## config.mk

```make
export PLATFORM = sky130hd
export DESIGN_NAME = life_frame_gen
export DESIGN_NICKNAME = d
export VERILOG_FILES = /design/src/rtl/life_frame_gen.sv
export SDC_FILE = /design/constraint.sdc
export NUM_CORES = 1
export LEC_CHECK = 0
export ABC_AREA = 1
export CAP_MARGIN = 25
export CORE_UTILIZATION = 26
export CTS_CLUSTER_DIAMETER = 150
export DETAILED_ROUTE_END_ITERATION = 7
export SYNTH_ARGS = -nofsm -noshare
export SYNTH_HDL_FRONTEND = slang
export SYNTH_SLANG_ARGS = --single-unit
```

## constraint.sdc

```tcl
create_clock -name clk -period 6.5 [get_ports clk]
set_clock_uncertainty 0.15 [all_clocks]
set_input_delay 1.625 -clock clk [delete_from_list [all_inputs] [get_ports clk]]
set_output_delay 1.625 -clock clk [all_outputs]
set_load 0.02 [all_outputs]
```

## src/rtl/life_frame_gen.sv

```systemverilog
`timescale 1ns/1ps
// life_frame_gen: Game of Life engine on an 8x8 torus feeding the LED scan driver.
// Latency: seed 64 clks; generation period GEN_DIV+65 clks (WAIT+CALC+COMMIT).
// Backpressure: none; pause holds the WAIT divider, requests are latched until serviced.
//
// Ports:
//   clk, rst            system clock, synchronous active-high reset
//   pause               freeze the inter-generation divider while in WAIT
//   reseed_req          one-cycle request for a new random board (latched)
//   load_en, load_data  load a 64-bit board; honoured only in WAIT
//   frame               current board, bit r*8+c = row r, column c
//   frame_valid         one-cycle pulse aligned with each new frame value
//   generation          generations since last seed/load (wraps)
//   reseeded            one-cycle pulse with frame_valid when a seed lands
//
// Build option: define LIFE_PERIOD2_DETECT_EN to also treat period-2
// oscillators as stagnation (keeps a copy of the previous frame).

module life_frame_gen #(
  parameter int          GEN_DIV   = 2700000,
  parameter logic [31:0] LFSR_SEED = 32'hACE1_5EED
) (
  input  logic        clk,
  input  logic        rst,
  input  logic        pause,
  input  logic        reseed_req,
  input  logic        load_en,
  input  logic [63:0] load_data,
  output logic [63:0] frame,
  output logic        frame_valid,
  output logic [15:0] generation,
  output logic        reseeded
);

  localparam logic [31:0]       SEED_INIT = (LFSR_SEED == 32'h0) ? 32'h1 : LFSR_SEED;
  localparam logic [31:0]       LFSR_MASK = 32'h8020_0003;
  localparam int                DIV_W     = (GEN_DIV > 1) ? $clog2(GEN_DIV) : 1;
  localparam logic [DIV_W-1:0]  DIV_LAST  = DIV_W'(GEN_DIV - 1);

  typedef enum logic [1:0] {
    S_SEED   = 2'd0,
    S_WAIT   = 2'd1,
    S_CALC   = 2'd2,
    S_COMMIT = 2'd3
  } state_t;

  state_t            state, state_nxt;
  logic [5:0]        idx;        // cell / seed bit index, shared by SEED and CALC
  logic [DIV_W-1:0]  div;
  logic              pending;
  logic [31:0]       lfsr;
  logic [31:0]       lfsr_step;
  logic [63:0]       seed_sr;
  logic [63:0]       next_r;
`ifdef LIFE_PERIOD2_DETECT_EN
  logic [63:0]       prev;
`endif

  // FSM control strobes
  logic seed_done;
  logic load_take;
  logic commit_take;
  logic div_clr;
  logic div_inc;
  logic stagnant;

  // neighbour evaluation for cell idx
  logic [2:0] row, col, rm, rp, cm, cp;
  logic [3:0] ncount;
  logic       cell_next;

  // Galois step, right-shifting form
  assign lfsr_step = {1'b0, lfsr[31:1]} ^ ({32{lfsr[0]}} & LFSR_MASK);

  always_comb begin
    row = idx[5:3];
    col = idx[2:0];
    rm  = row - 3'd1;   // 3-bit arithmetic gives the torus wrap for free
    rp  = row + 3'd1;
    cm  = col - 3'd1;
    cp  = col + 3'd1;
    ncount = 4'(frame[{rm, cm}]) + 4'(frame[{rm, col}]) + 4'(frame[{rm, cp}])
           + 4'(frame[{row, cm}])                       + 4'(frame[{row, cp}])
           + 4'(frame[{rp, cm}]) + 4'(frame[{rp, col}]) + 4'(frame[{rp, cp}]);
    cell_next = (ncount == 4'd3) | (frame[idx] & (ncount == 4'd2));
  end

  always_comb begin
    stagnant = (next_r == 64'h0) | (next_r == frame);
`ifdef LIFE_PERIOD2_DETECT_EN
    stagnant = stagnant | (next_r == prev);
`endif
  end

  always_ff @(posedge clk) begin
    if (rst) state <= S_SEED;
    else     state <= state_nxt;
  end

  always_comb begin
    state_nxt   = state;
    seed_done   = 1'b0;
    load_take   = 1'b0;
    commit_take = 1'b0;
    div_clr     = 1'b0;
    div_inc     = 1'b0;
    case (state)
      S_SEED: begin
        if (idx == 6'd63) begin
          seed_done = 1'b1;
          state_nxt = S_WAIT;
        end
      end
      S_WAIT: begin
        if (load_en) begin
          load_take = 1'b1;
          div_clr   = 1'b1;
        end else if (pending) begin
          div_clr   = 1'b1;
          state_nxt = S_SEED;
        end else if (!pause) begin
          if (div == DIV_LAST) begin
            div_clr   = 1'b1;
            state_nxt = S_CALC;
          end else begin
            div_inc = 1'b1;
          end
        end
      end
      S_CALC: begin
        if (idx == 6'd63) state_nxt = S_COMMIT;
      end
      S_COMMIT: begin
        if (stagnant) begin
          state_nxt = S_SEED;
        end else begin
          commit_take = 1'b1;
          state_nxt   = S_WAIT;
        end
      end
      default: state_nxt = S_SEED;
    endcase
  end

  always_ff @(posedge clk) begin
    if (rst) begin
      frame       <= 64'h0;
      frame_valid <= 1'b0;
      reseeded    <= 1'b0;
      generation  <= 16'h0;
      lfsr        <= SEED_INIT;
      div         <= '0;
      pending     <= 1'b0;
      seed_sr     <= 64'h0;
      next_r      <= 64'h0;
      idx         <= 6'd0;
`ifdef LIFE_PERIOD2_DETECT_EN
      prev        <= 64'h0;
`endif
    end else begin
      frame_valid <= 1'b0;
      reseeded    <= 1'b0;

      // A load or a finished seed both satisfy any outstanding reseed request.
      if (seed_done || load_take) pending <= 1'b0;
      else if (reseed_req)        pending <= 1'b1;

      if (div_clr)      div <= '0;
      else if (div_inc) div <= div + 1'b1;

      // idx runs only in SEED/CALC and is parked at 0 elsewhere, so both
      // phases always start from cell 0.
      if (state == S_SEED || state == S_CALC) idx <= idx + 6'd1;
      else                                    idx <= 6'd0;

      if (state == S_SEED) begin
        lfsr    <= lfsr_step;
        // The bit shifted in on step k ends up at bit k after 64 shifts.
        seed_sr <= {lfsr_step[0], seed_sr[63:1]};
      end

      if (state == S_CALC) next_r[idx] <= cell_next;

      if (seed_done) begin
        frame       <= {lfsr_step[0], seed_sr[63:1]};
        generation  <= 16'h0;
        frame_valid <= 1'b1;
        reseeded    <= 1'b1;
`ifdef LIFE_PERIOD2_DETECT_EN
        prev        <= 64'h0;
`endif
      end else if (load_take) begin
        frame       <= load_data;
        generation  <= 16'h0;
        frame_valid <= 1'b1;
`ifdef LIFE_PERIOD2_DETECT_EN
        prev        <= 64'h0;
`endif
      end else if (commit_take) begin
        frame       <= next_r;
        generation  <= generation + 16'd1;
        frame_valid <= 1'b1;
`ifdef LIFE_PERIOD2_DETECT_EN
        prev        <= frame;
`endif
      end
    end
  end

endmodule

```

==> load_flow_metrics.sql <==
INSERT INTO impl_metrics (metric_group, metric, value, unit) VALUES
('status', 'status', 'finished, final reports clean', ''),
('grt', 'global_route.usage.total', '0.162', ''),
('floorplanning', 'dieWidth', '250', 'um'),
('min_path', 'min_from', 'seed_sr[43]', ''),
('yosys', 'synth_cell_types', '38', ''),
('place', 'placement.setup.worst_slack', '839', 'ps'),
('worst_setup_path', 'timing.critical_path.from', 'idx[1]', ''),
('worst_setup_path', 'worstSetupEndpointType', 'register', ''),
('floorplanning', 'chipHeight', '250', 'um'),
('routing', 'first_pass_iters', '5', ''),
('routing', 'vias', '15600', ''),
('grt', 'grt_antenna_before_repair', '0', ''),
('grt', 'globalRouteOverflowTotal', '0', ''),
('floorplanning', 'core.rowCount', '90', ''),
('yosys', 'syn_area_per_cell', '6.43', 'um^2'),
('clock_tree', 'cts.repair_timing.setup_buffer_count', '0', ''),
('routing', 'drc_errors', '0', ''),
('routing', 'ant_nets', '0', ''),
('worst_setup_path', 'critical_path.slowest_cell', 'fa_1', ''),
('routing', 'drt-total-wl', '51300', 'um'),
('sta', 'rsz0062_at_grt', 'no', ''),
('pwr', 'power-per-cell-area', '241', 'nW/um^2'),
('yosys', 'synth_top_flop_cell', 'dfxtp_1', ''),
('clock_tree', 'cts-root-to-sink-buffers', '3', ''),
('finish', 'layout-drive-gt1-share', '0.0658', ''),
('sta', 'whs', '305', 'ps'),
('clock_tree', 'clkSlewWorstSetupHoldPaths', '60', 'ps'),
('routing', 'vias_cell', '4.66', ''),
('grt', 'grt_pass1_vias', '14300', ''),
('sta', 'finalSetupViolations', '0', ''),
('worst_setup_path', 'stage_delay_of_the_slowest_cell_on_the_critical_path', '560', 'ps'),
('pwr', 'power.ir.vdd_worst', '321', 'uV'),
('yosys', 'synth_largest_type_area_fraction', '0.341', ''),
('yosys', 'cell_type_contributing_the_most_total_cell_area_after_synthesis', 'dfxtp_1', ''),
('yosys', 'postSynthNetCount', '2566', ''),
('grt', 'grt_start_max_net_pins', '109', ''),
('floorplanning', 'total_die_area', '62400', 'um^2'),
('grt', 'global_route_wire_length_before_repair', '81600', 'um'),
('yosys', 'synth_area', '16000', 'um^2'),
('place', 'detailed_placement_hpwl', '36300', 'um'),
('clock_tree', 'cts.root.buffer_cell', 'clkbuf_16', ''),
('sta', 'period_utilization', '0.876', ''),
('sta', 'timing.slew.headroom', '0.329', ''),
('finish', 'n_antenna_cell', '0', ''),
('clock_tree', 'hold_buffer_count_at_cts', '0', ''),
('sta', 'worst_slew_pin_slew', '1010', 'ps'),
('sta', 'report.final.slew_viol_count', '0', ''),
('clock_tree', 'cts_made_buffers', '34', ''),
('worst_setup_path', 'worst_path_most_repeated_cell', 'nand2_1', ''),
('yosys', 'synth_async_sr_flop_share', '0', ''),
('worst_setup_path', 'crit_arrival', '6010', 'ps'),
('yosys', 'ys_seq_area_frac', '0.341', ''),
('finish', 'area.growth.synth_to_final', '19.4', '%'),
('floorplanning', 'start_util', '0.264', ''),
('finish', 'finish.utilization', '0.315', ''),
('yosys', 'synth_enable_flop_cells', '0', ''),
('worst_setup_path', 'critical_path.reg2reg.startpoint', 'idx[1]', ''),
('routing', 'route.detailed.wl_per_inst', '15.3', 'um'),
('yosys', 'ys_warn_count', '0', ''),
('place', 'port_buffers', '150', ''),
('yosys', 'yosysMostFrequentCell', 'nand2_1', ''),
('routing', 'drt_iter0_drc', '1062', ''),
('worst_setup_path', 'start_kind', 'register', ''),
('worst_setup_path', 'critical_path_peak_fanout', '34', ''),
('clock_tree', 'tritoncts_clock_tree', 'done', ''),
('worst_setup_path', 'required', '6820', 'ps'),
('yosys', 'synth_top_cells_by_area', 'dfxtp_1 (34%), nand2_1 (15%), o21ai_0 (8.3%)', ''),
('place', 'gpl.final_weighted_congestion', '0.938', ''),
('finish', 'total_number_of_nets_in_the_final_design', '2631', ''),
('worst_setup_path', 'critPathKind', 'register to register', ''),
('sta', 'final_critical_path_setup_slack', '808', 'ps');
placed cells by master (no fill, tap or decap), types with 22 or more instances in the layout:
cell,instances
nor3_1,22
clkdlybuf4s50_1,150
mux2_2,63
nor2_1,276
o211ai_1,32
xor2_1,33
dfxtp_1,271
a21oi_1,239
nand2_1,636
o21ai_0,264
nand3_1,169
clkbuf_16,35
inv_1,235
kinds of logic (layout without fill, tap and decap cells):
kind of cell    Yosys count  count (layout)  share of synthesized area
compound gates          562             562                      0.185
xor+xnor                 44              44                     0.0246
fa+ha+maj                13              13                     0.0121
buf+inv                 389             475                      0.103
flops                   272             272                      0.341
mux                      63              63                     0.0444
simple gates           1141            1141                      0.290
metal layers:
metal / track usage / share of wire / up-vias
met3: 0.0235 / 0.050 / 58
met5: 0 / 0 / -
li1: - / - / 8195
met4: 0.0473 / 0.021 / 0
met1: 0.234 / 0.50 / 7032
met2: 0.248 / 0.43 / 343
worst register-to-register path: stages, from the launching register on:
cell      delay, ps
dfxtp_1         520
inv_2           130
ha_1            370
inv_1           100
buf_4           260
nand2_1          90
o211ai_1         90
nand2_1         100
inv_1            60
nand2_1          60
nand3_1          70
nand2_1          50
nand2_1          50
o21ai_0         130
fa_1            560
inv_1            50
fa_1            500
fa_1            540
inv_1            40
ha_1            210
fa_1            480
o21ai_0          80
a21oi_1         220
nand2_4         270
buf_12          270
a21oi_1         160
final cells by class:
class	instances	area (um^2)
clock inverters	10	133
repair buffers	170	1690
flip-flops and latches	272	5450
fillers	6549	41400
inverters	248	937
multi-input cells	1823	8900
clock buffers	47	981
well taps	782	978
flip-flops by register name, summed over array words and instances, names as in the netlist, named ones only:
register,flops
next_r,64
div,22
pending,1
state,1
idx,6
reseeded,1
lfsr,32
frame,64
generation,16
seed_sr,63
frame_valid,1
where the power goes:
| group | leakage [nW] | internal (mW) | switching, mW | total, mW |
|---|---|---|---|---|
| combinational | 5.17 | 0.287 | 0.639 | 0.925 |
| clock | 0.553 | 1.17 | 0.766 | 1.94 |
| sequential | 2.20 | 1.70 | 0.0236 | 1.73 |
| total | 7.92 | 3.16 | 1.43 | 4.59 |
final timing paths:
check,end,cells past startpoint
worst max register to register,next_r[26],25
worst min register to register,seed_sr[42],2
worst min-delay path,seed_sr[42],2
worst max-delay path,next_r[26],25
stage by stage:
stage	std cells	cell area [um^2]	power (mW)
final	3352	19100	4.59
after global routing	3352	19100	4.81
after CTS	3352	19100	4.64
after detailed placement	3295	18000	2.69
after global placement	3295	18000	2.69
after floorplan	2484	16000	2.50
(Power assumes the default switching activity.)
